$ cat config.mk
export PLATFORM = sky130hd
export DESIGN_NAME = rx_pkt_parser
export DESIGN_NICKNAME = d
export VERILOG_FILES = /design/src/rtl/rx_pkt_parser_pkg.sv /design/src/rtl/pkt_timeout_timer.sv /design/src/rtl/rx_pkt_parser.sv
export SDC_FILE = /design/constraint.sdc
export NUM_CORES = 1
export LEC_CHECK = 0
export ABC_CLOCK_PERIOD_IN_PS = 2390
export CORE_ASPECT_RATIO = 0.9
export CORE_MARGIN = 2
export CORE_UTILIZATION = 56
export CTS_BUF_LIST = sky130_fd_sc_hd__clkbuf_4
export CTS_CLUSTER_SIZE = 20
export DETAILED_ROUTE_END_ITERATION = 8
export PLACE_DENSITY = 0.85
export SYNTH_ARGS = -nofsm -noshare
export SYNTH_HDL_FRONTEND = slang
export SYNTH_SLANG_ARGS = --single-unit
$ cat constraint.sdc
create_clock -name clk -period 2.39 [get_ports clk]
set_clock_uncertainty 0.05 [all_clocks]
set_input_delay 0.478 -clock clk [delete_from_list [all_inputs] [get_ports clk]]
set_output_delay 0.478 -clock clk [all_outputs]
set_load 0.005 [all_outputs]
$ cat src/rtl/rx_pkt_parser_pkg.sv
// Shared header-layout constants and state type for the RX packet header parser.
package rx_pkt_parser_pkg;

  localparam int unsigned HdrBytes = 11;

  // Byte offsets of the MSB of each header field.
  localparam int unsigned OffType   = 0;
  localparam int unsigned OffSrc    = 1;
  localparam int unsigned OffDst    = 3;
  localparam int unsigned OffEnergy = 5;
  localparam int unsigned OffQValue = 7;
  localparam int unsigned OffHops   = 9;
  localparam int unsigned OffCksum  = HdrBytes - 1;

  localparam logic [2:0] PktData     = 3'd4;
  localparam logic [2:0] PktTypeNone = 3'b111;

  typedef enum logic [1:0] {StIdle, StHdr, StDone} state_e;

  function automatic logic [15:0] be16(input logic [7:0] hi, input logic [7:0] lo);
    return {hi, lo};
  endfunction

endpackage

$ cat src/rtl/pkt_timeout_timer.sv
// Idle-cycle counter for the header parser; flags expiry after TIMEOUT_CYC idle cycles.
module pkt_timeout_timer #(
  parameter int unsigned TIMEOUT_CYC = 64
) (
  input  logic clk,
  input  logic nrst,
  input  logic clear,
  input  logic enable,
  output logic expired
);

  localparam int unsigned CntW = $clog2(TIMEOUT_CYC + 1);

  logic [CntW-1:0] count_q, count_d;

  assign expired = enable && (count_q == CntW'(TIMEOUT_CYC));

  always_comb begin
    count_d = count_q;
    if (clear) begin
      count_d = '0;
    end else if (enable && !expired) begin
      count_d = count_q + 1'b1;
    end
  end

  always_ff @(posedge clk or negedge nrst) begin
    if (!nrst) begin
      count_q <= '0;
    end else begin
      count_q <= count_d;
    end
  end

endmodule

$ cat src/rtl/rx_pkt_parser.sv
// RX header parser: assembles the 11-byte header, checks XOR checksum and type, and
// publishes the fields with a one-cycle newpkt (or pkt_err) pulse.
module rx_pkt_parser
  import rx_pkt_parser_pkg::*;
#(
  parameter int unsigned WORD_WIDTH   = 16,
  parameter int unsigned TIMEOUT_CYC  = 64,
  parameter logic [2:0]  MAX_PKT_TYPE = PktData
) (
  input  logic                  clk,
  input  logic                  nrst,
  input  logic [7:0]            rx_byte,
  input  logic                  rx_valid,
  output logic                  rx_ready,
  output logic [2:0]            fPktType,
  output logic [WORD_WIDTH-1:0] fSourceID,
  output logic [WORD_WIDTH-1:0] fDestinationID,
  output logic [WORD_WIDTH-1:0] fEnergy,
  output logic [WORD_WIDTH-1:0] fQValue,
  output logic [7:0]            fHops,
  output logic                  newpkt,
  output logic                  pkt_err,
  output logic                  busy
);

  state_e state_q, state_d;

  logic [3:0] cnt_q, cnt_d;
  logic [7:0] xor_q, xor_d;
  // Shadow copy of bytes 0..9; byte 10 is only compared, never stored.
  logic [7:0] hdr_q [OffCksum];
  logic [7:0] hdr_d [OffCksum];

  logic [2:0]            f_type_q, f_type_d;
  logic [WORD_WIDTH-1:0] f_src_q, f_src_d;
  logic [WORD_WIDTH-1:0] f_dst_q, f_dst_d;
  logic [WORD_WIDTH-1:0] f_energy_q, f_energy_d;
  logic [WORD_WIDTH-1:0] f_qvalue_q, f_qvalue_d;
  logic [7:0]            f_hops_q, f_hops_d;
  logic                  newpkt_q, newpkt_d;
  logic                  pkt_err_q, pkt_err_d;

  logic accept, timeout, last_byte, hdr_ok, tmr_clear, tmr_enable;

  assign accept    = rx_valid && rx_ready;
  assign last_byte = (state_q == StHdr) && accept && !timeout && (cnt_q == 4'(OffCksum));
  assign hdr_ok    = (rx_byte == xor_q) && (hdr_q[OffType] <= {5'b0, MAX_PKT_TYPE});

  assign tmr_enable = (state_q == StHdr);
  assign tmr_clear  = (state_q != StHdr) || accept || timeout;

  pkt_timeout_timer #(
    .TIMEOUT_CYC(TIMEOUT_CYC)
  ) u_timer (
    .clk    (clk),
    .nrst   (nrst),
    .clear  (tmr_clear),
    .enable (tmr_enable),
    .expired(timeout)
  );

  always_ff @(posedge clk or negedge nrst) begin
    if (!nrst) begin
      state_q <= StIdle;
    end else begin
      state_q <= state_d;
    end
  end

  always_comb begin
    state_d = state_q;
    unique case (state_q)
      StIdle: if (accept) state_d = StHdr;
      StHdr: begin
        if (timeout) begin
          state_d = StIdle;
        end else if (last_byte) begin
          state_d = StDone;
        end
      end
      StDone:  state_d = StIdle;
      default: state_d = StIdle;
    endcase
  end

  always_comb begin
    rx_ready = (state_q != StDone);
    busy     = (state_q != StIdle);
  end

  always_comb begin
    cnt_d      = cnt_q;
    xor_d      = xor_q;
    hdr_d      = hdr_q;
    f_type_d   = f_type_q;
    f_src_d    = f_src_q;
    f_dst_d    = f_dst_q;
    f_energy_d = f_energy_q;
    f_qvalue_d = f_qvalue_q;
    f_hops_d   = f_hops_q;
    newpkt_d   = 1'b0;
    pkt_err_d  = 1'b0;
    if (timeout) begin
      // A byte presented in the expiry cycle is dropped along with the packet.
      cnt_d     = '0;
      xor_d     = '0;
      pkt_err_d = 1'b1;
    end else if (last_byte) begin
      cnt_d = '0;
      xor_d = '0;
      if (hdr_ok) begin
        newpkt_d   = 1'b1;
        f_type_d   = hdr_q[OffType][2:0];
        f_src_d    = WORD_WIDTH'(be16(hdr_q[OffSrc], hdr_q[OffSrc+1]));
        f_dst_d    = WORD_WIDTH'(be16(hdr_q[OffDst], hdr_q[OffDst+1]));
        f_energy_d = WORD_WIDTH'(be16(hdr_q[OffEnergy], hdr_q[OffEnergy+1]));
        f_qvalue_d = WORD_WIDTH'(be16(hdr_q[OffQValue], hdr_q[OffQValue+1]));
        f_hops_d   = hdr_q[OffHops];
      end else begin
        pkt_err_d = 1'b1;
      end
    end else if (accept) begin
      hdr_d[cnt_q] = rx_byte;
      cnt_d        = cnt_q + 1'b1;
      xor_d        = xor_q ^ rx_byte;
    end
  end

  always_ff @(posedge clk or negedge nrst) begin
    if (!nrst) begin
      cnt_q      <= '0;
      xor_q      <= '0;
      hdr_q      <= '{default: '0};
      f_type_q   <= PktTypeNone;
      f_src_q    <= '0;
      f_dst_q    <= '0;
      f_energy_q <= '0;
      f_qvalue_q <= '0;
      f_hops_q   <= '0;
      newpkt_q   <= 1'b0;
      pkt_err_q  <= 1'b0;
    end else begin
      cnt_q      <= cnt_d;
      xor_q      <= xor_d;
      hdr_q      <= hdr_d;
      f_type_q   <= f_type_d;
      f_src_q    <= f_src_d;
      f_dst_q    <= f_dst_d;
      f_energy_q <= f_energy_d;
      f_qvalue_q <= f_qvalue_d;
      f_hops_q   <= f_hops_d;
      newpkt_q   <= newpkt_d;
      pkt_err_q  <= pkt_err_d;
    end
  end

  assign fPktType       = f_type_q;
  assign fSourceID      = f_src_q;
  assign fDestinationID = f_dst_q;
  assign fEnergy        = f_energy_q;
  assign fQValue        = f_qvalue_q;
  assign fHops          = f_hops_q;
  assign newpkt         = newpkt_q;
  assign pkt_err        = pkt_err_q;

endmodule
Yosys cells after proc, flatten, opt, wreduce, memory -nomap -nowiden
Cells that the tools add are included.
{"block": "classes", "n_addsub": 2, "magnitude_cmp": 3, "n_eq_ne": 8, "n_mux": 21, "n_bitwise": 4, "n_reduce_logical": 18}
{"cell": "80-bit bitwise mux", "count": 1}
{"cell": "8-bit demux with 4-bit select", "count": 1}
{"cell": "8-bit two-way mux", "count": 4}
{"cell": "7-bit two-way mux", "count": 2}
{"cell": "4-bit two-way mux", "count": 3}
{"cell": "8-bit equality test", "count": 1}
{"cell": "8-bit by 3-bit less-or-equal comparator with 1-bit output, second input constant", "count": 1}
{"cell": "1-bit logical AND", "count": 8}
{"cell": "8-bit bitwise XOR", "count": 1}
{"cell": "7-bit by 1-bit adder with 7-bit output, second input constant", "count": 1}
{"cell": "7-bit equality test, second input constant", "count": 1}
{"cell": "1-bit two-way mux", "count": 6}
{"cell": "2-bit two-way mux", "count": 3}
{"cell": "3-bit AND reduction", "count": 2}
{"cell": "5-bit greater-or-equal comparator, second input constant", "count": 1}
{"cell": "5-bit by 1-bit less-than comparator with 1-bit output, second input constant", "count": 1}
{"cell": "4-bit inverter with 5-bit output", "count": 1}
{"cell": "4-bit by 1-bit adder with 4-bit output, second input constant", "count": 1}
{"cell": "4-bit equality test, second input constant", "count": 1}
{"cell": "2-bit != test, second input constant", "count": 2}
{"cell": "2-bit one-hot mux with 2 select lines", "count": 1}
{"cell": "2-bit nonzero test", "count": 2}
{"cell": "3-bit != test, second input constant", "count": 1}
{"cell": "3-bit nonzero test", "count": 1}
{"cell": "7 further kinds", "count": 9}
{"block": "word_totals", "ff_bits": 178, "inputBits": 11, "output_inout_bits": 79}

Depth between registers and ports, before layout
{"block": "depth", "depth_word": 8, "mapped_depth": 8}

Modules after synthesis
From an unflattened synthesis, not the netlist that was laid out.
{"block": "unflattened", "cells_unflattened": 487, "hier_area_um2": 7385.8}
{"module": "rx_pkt_parser", "n_inst": 1, "cells_each": 441, "area_per_inst_um2": 6930.4, "seq_area_each_um2": 4282.9}
{"module": "pkt_timeout_timer", "n_inst": 1, "cells_each": 46, "area_per_inst_um2": 455.4, "seq_area_each_um2": 175.2}

Worst setup path after synthesis
No wires, ideal clock.
{"block": "synth_path", "path_kind": "flip-flop to flip-flop", "startpoint": "register cnt_q[0]", "endpoint": "register f_dst_q[0], in the netlist fDestinationID[0]", "setup_ns": 0.125, "arrival_time_ns": 1.863, "required_time_ns": 2.215, "path_slack_ns": 0.352, "stages_incl_launch_ff": 9, "path_buffers": 2, "period_less_slack_ns": 2.038, "path_cell_list": "dfrtp_1 -> inv_1 -> ha_1 -> nand4b_1 -> a211oi_2 -> nand4_1 -> buf_6 -> buf_6 -> mux2_4"}
{"block": "synth_between", "elab_chain_cells": 3}
{"element": "start, declared", "line_no": "rx_pkt_parser.sv:28", "rtl": "logic [3:0] cnt_q, cnt_d;"}
{"element": "start signal, assigned", "line_no": "rx_pkt_parser.sv:143", "rtl": "cnt_q <= cnt_d;"}
{"element": "4-bit equality test", "line_no": "rx_pkt_parser.sv:46", "rtl": "assign last_byte = (state_q == StHdr) && accept && !timeout && (cnt_q == 4'(OffCksum));"}
{"element": "1-bit logical AND", "line_no": "rx_pkt_parser.sv:46"}
{"element": "3-bit AND reduction (no source line)"}
{"element": "end signal, assigned", "line_no": "rx_pkt_parser.sv:148", "rtl": "f_dst_q <= f_dst_d;"}
{"element": "end, declared", "line_no": "rx_pkt_parser.sv:36", "rtl": "logic [WORD_WIDTH-1:0] f_dst_q, f_dst_d;"}
Every way passes these cells.
A chain may end at the register's enable or synchronous reset.

Worst setup path in the final report
{"block": "layout_path", "startpoint": "register state_q[1]", "endpoint": "output busy"}
{"block": "layout_between", "elab_chain_cells": 1}
{"element": "start, declared", "line_no": "rx_pkt_parser.sv:26", "rtl": "state_e state_q, state_d;"}
{"element": "start signal, assigned", "line_no": "rx_pkt_parser.sv:64", "rtl": "state_q <= StIdle;"}
{"element": "start signal, assigned", "line_no": "rx_pkt_parser.sv:66", "rtl": "state_q <= state_d;"}
{"element": "2-bit nonzero test", "line_no": "rx_pkt_parser.sv:88", "rtl": "busy = (state_q != StIdle);"}
{"element": "end, declared", "line_no": "rx_pkt_parser.sv:23", "rtl": "output logic busy"}
Every way passes these cells.

==> results.ini <==
[sta]
slew_headroom = 0.593
setup-tns-final_ps = 0
fmax_mhz = 437
post-route-period-util = 0.957
maxSlewViolCount = 0
worst_slew_pin_slew_ps = 610
hold_ws_ps = 398
setup_viol = 0
min_period_ps = 2290
hold_viol_final = 0

[worst_setup_path]
worstPathRequired_ps = 1860
r2r-start = cnt_q[0]$_DFFE_PN0P_
reg2reg_slack_ps = 150
cp_max_fo = 4
crit_path_start_kind = register
r2r-end = fEnergy[0]$_DFFE_PN0P_
cp.arrival_ps = 1760
crit_path_start = state_q[1]$_DFFE_PN0P_
cp-end-kind = output pin
rr_worst_depth = 8
crit_type = register to output pin

[yosys]
synth_edf_count = 0
synth.most_common_cell = dfrtp_1
synth_top_area_cell = dfrtp_1
synth-seq-cells = 178
syn_area_per_cell_um2 = 15.4
ys_types = 35
synthTopCellsByArea = dfrtp_1 (60%), mux2_2 (16%), mux2_4 (10%), xor2_1 (2.3%), nor2_1 (1.2%)
syn_inst = 473
ys.flop_type = dfrtp_1
synth.yosys.seq_area_share = 0.610
yosys_warnings = 0
synth_common_cells = dfrtp_1 (175), mux2_2 (105), mux2_4 (50), nor2_1 (23), xor2_1 (19)
syn_area_mm2 = 0.00730
synth_top_area_frac = 0.600
async_flop_share = 1.00
synthesis.nets = 490

[route]
dr.pass1.iters = 4
final_antenna_net_count = 0
routed_wl_mm = 14.0
drc = 0
drtIter0Drc = 257
via_count = 4105
wire_per_inst_um = 18.4
viasPerCell = 5.38

[placed_design]
place_hpwl_mm = 9.34
port_buffers = 89
dp_cells = 729
routabilityCongestion = 0.863

[clocking]
cts.clk_slew.worst_paths_ps = 130
clock_sinks = 178
numCtsBuffers = 17
h-tree-depth = 4
cts_tree = done
clockBufferDepth = 2
root_buffer = clkbuf_4
clock_latency_ps = 550

[floorplanning]
io_pins = 90
rows = 39
start_util = 0.573
die-height_um = 112
die_w_um = 124
die-area_mm2 = 0.0140
core_mm2 = 0.0127

[pwr]
p_sw_frac = 0.279
p_comb_frac = 0.206
clkPwrFrac = 0.191
ir_drop_mv = 0.499
p_leak_nw = 4.22
power-per-cell-area_mw_per_mm2 = 806
p_int_mw = 5.11
net-switching-power_mw = 1.98
seqPwrFrac = 0.603

[status]
status = finished clean

[layout]
area_growth_pct = 20.4
drive_gt1_frac = 0.376
fin_cells = 763
diodes = 0
fin_nets = 604

[global_routing]
grt_overflow = 0
grt_pass1_vias = 4350
grt_max_degree = 74
antenna_found_initial = 0
track_usage = 0.214
grt_pass1_wl_mm = 23.1

[flow_run]
drv_cap = 0

[worst_hold_path]
min_path_type = primary input to async pin

[final cells by class]
type	count	area (um^2)
Multi-Input combinational cell	265	2680
Clock inverter	9	42.5
Clock buffer	22	165
Fill cell	867	3950
Sequential cell	178	4460
Inverter	4	15.0
Timing Repair Buffer	121	1220
Tap cell	164	205
[power groups by stage]
| stage | clock network [mW] | registers [mW] | logic, mW |
|---|---|---|---|
| final | 1.36 | 4.27 | 1.46 |
| after global routing | 1.55 | 4.37 | 1.61 |
| after CTS | 1.41 | 4.27 | 1.47 |
| after detailed placement | 0 | 4.34 | 1.46 |
| after global placement | 0 | 4.27 | 1.38 |
| after floorplan | 0 | 4.16 | 1.09 |
[critical path, stage by stage, from the launching register on]
cell             delay (ps)
dfrtp_1                 450
or2_2                   320
clkdlybuf4s50_1         440
[worst max path at each step]
| stage | slack [ps] | cells after the start | endpoint |
|---|---|---|---|
| after global placement | -150 | 7 | fSourceID[1]$_DFFE_PN0P_ |
| after global routing | -0.2 | 8 | fQValue[14]$_DFFE_PN0P_ |
| after detailed placement | -180 | 7 | fEnergy[0]$_DFFE_PN0P_ |
| after CTS | 50 | 2 | rx_ready |
| final | 100 | 2 | busy |
| after floorplan | 350 | 8 | fDestinationID[0]$_DFFE_PN0P_ |
[what timing repair did]
action | CTS | global route
gates cloned | 0 | 1
setup buffers | 0 | 1
pin swaps | 0 | 1
hold endpoints to repair | 53 | 0
setup endpoints to repair | 1 | 61
gates resized for setup | 1 | 3
hold buffers | 1 | 0
[metal layers]
metal / track usage / wire length (um) / vias up
met3: 0.0586 / 782 / 16
met1: 0.298 / 6270 / 2099
met2: 0.339 / 6800 / 101
met5: 0 / 0 / -
li1: - / - / 1889
met4: 0.0524 / 174 / 0
[flip-flops by register name (all words and copies together) (netlist names)]
register         count
fSourceID           16
cnt_q                4
fHops                8
u_timer.count_q      7
fQValue             16
xor_q                8
fDestinationID      16
state_q              2
fPktType             3
pkt_err              1
fEnergy             16
hdr_q               80
newpkt               1
[kinds of logic after synthesis]
logic type,count (synthesis),synth area share
fa+ha+maj,6,0.0103
xor+xnor,23,0.0276
flops,178,0.610
simple gates,69,0.0514
compound gates,12,0.0125
mux,155,0.265
buf+inv,30,0.0231
[placed cells by master (no fill, tap or decap), types with 3 or more instances in the layout]
cell type | netlist | routed
a21oi_1 | 5 | 5
and3_1 | 3 | 3
buf_12 | 0 | 5
buf_4 | 0 | 24
clkbuf_4 | 0 | 22
clkdlybuf4s50_1 | 0 | 88
clkinv_1 | 0 | 4
clkinv_2 | 0 | 4
dfrtp_1 | 175 | 174
dfstp_2 | 3 | 3
ha_1 | 6 | 6
inv_1 | 4 | 4
mux2_2 | 105 | 105
mux2_4 | 50 | 50
nand2_1 | 3 | 3
nand3_1 | 12 | 12
nand4_1 | 9 | 9
nor2_1 | 23 | 23
nor2b_1 | 3 | 3
xnor2_1 | 4 | 4
xor2_1 | 19 | 19
[stage by stage]
step           utilization  area, um^2  power (mW)  worst slack [ps]
3_3_place_gp         0.670        8540        5.64              -150
2_1_floorplan            -        7300        5.26               352
4_1_cts              0.688        8760        7.15              45.6
5_1_grt              0.690        8790        7.52            -0.209
6_report             0.690        8790        7.08               102
3_5_place_dp         0.670        8540        5.80              -184
Note: power is estimated with default switching activity, not from simulation.
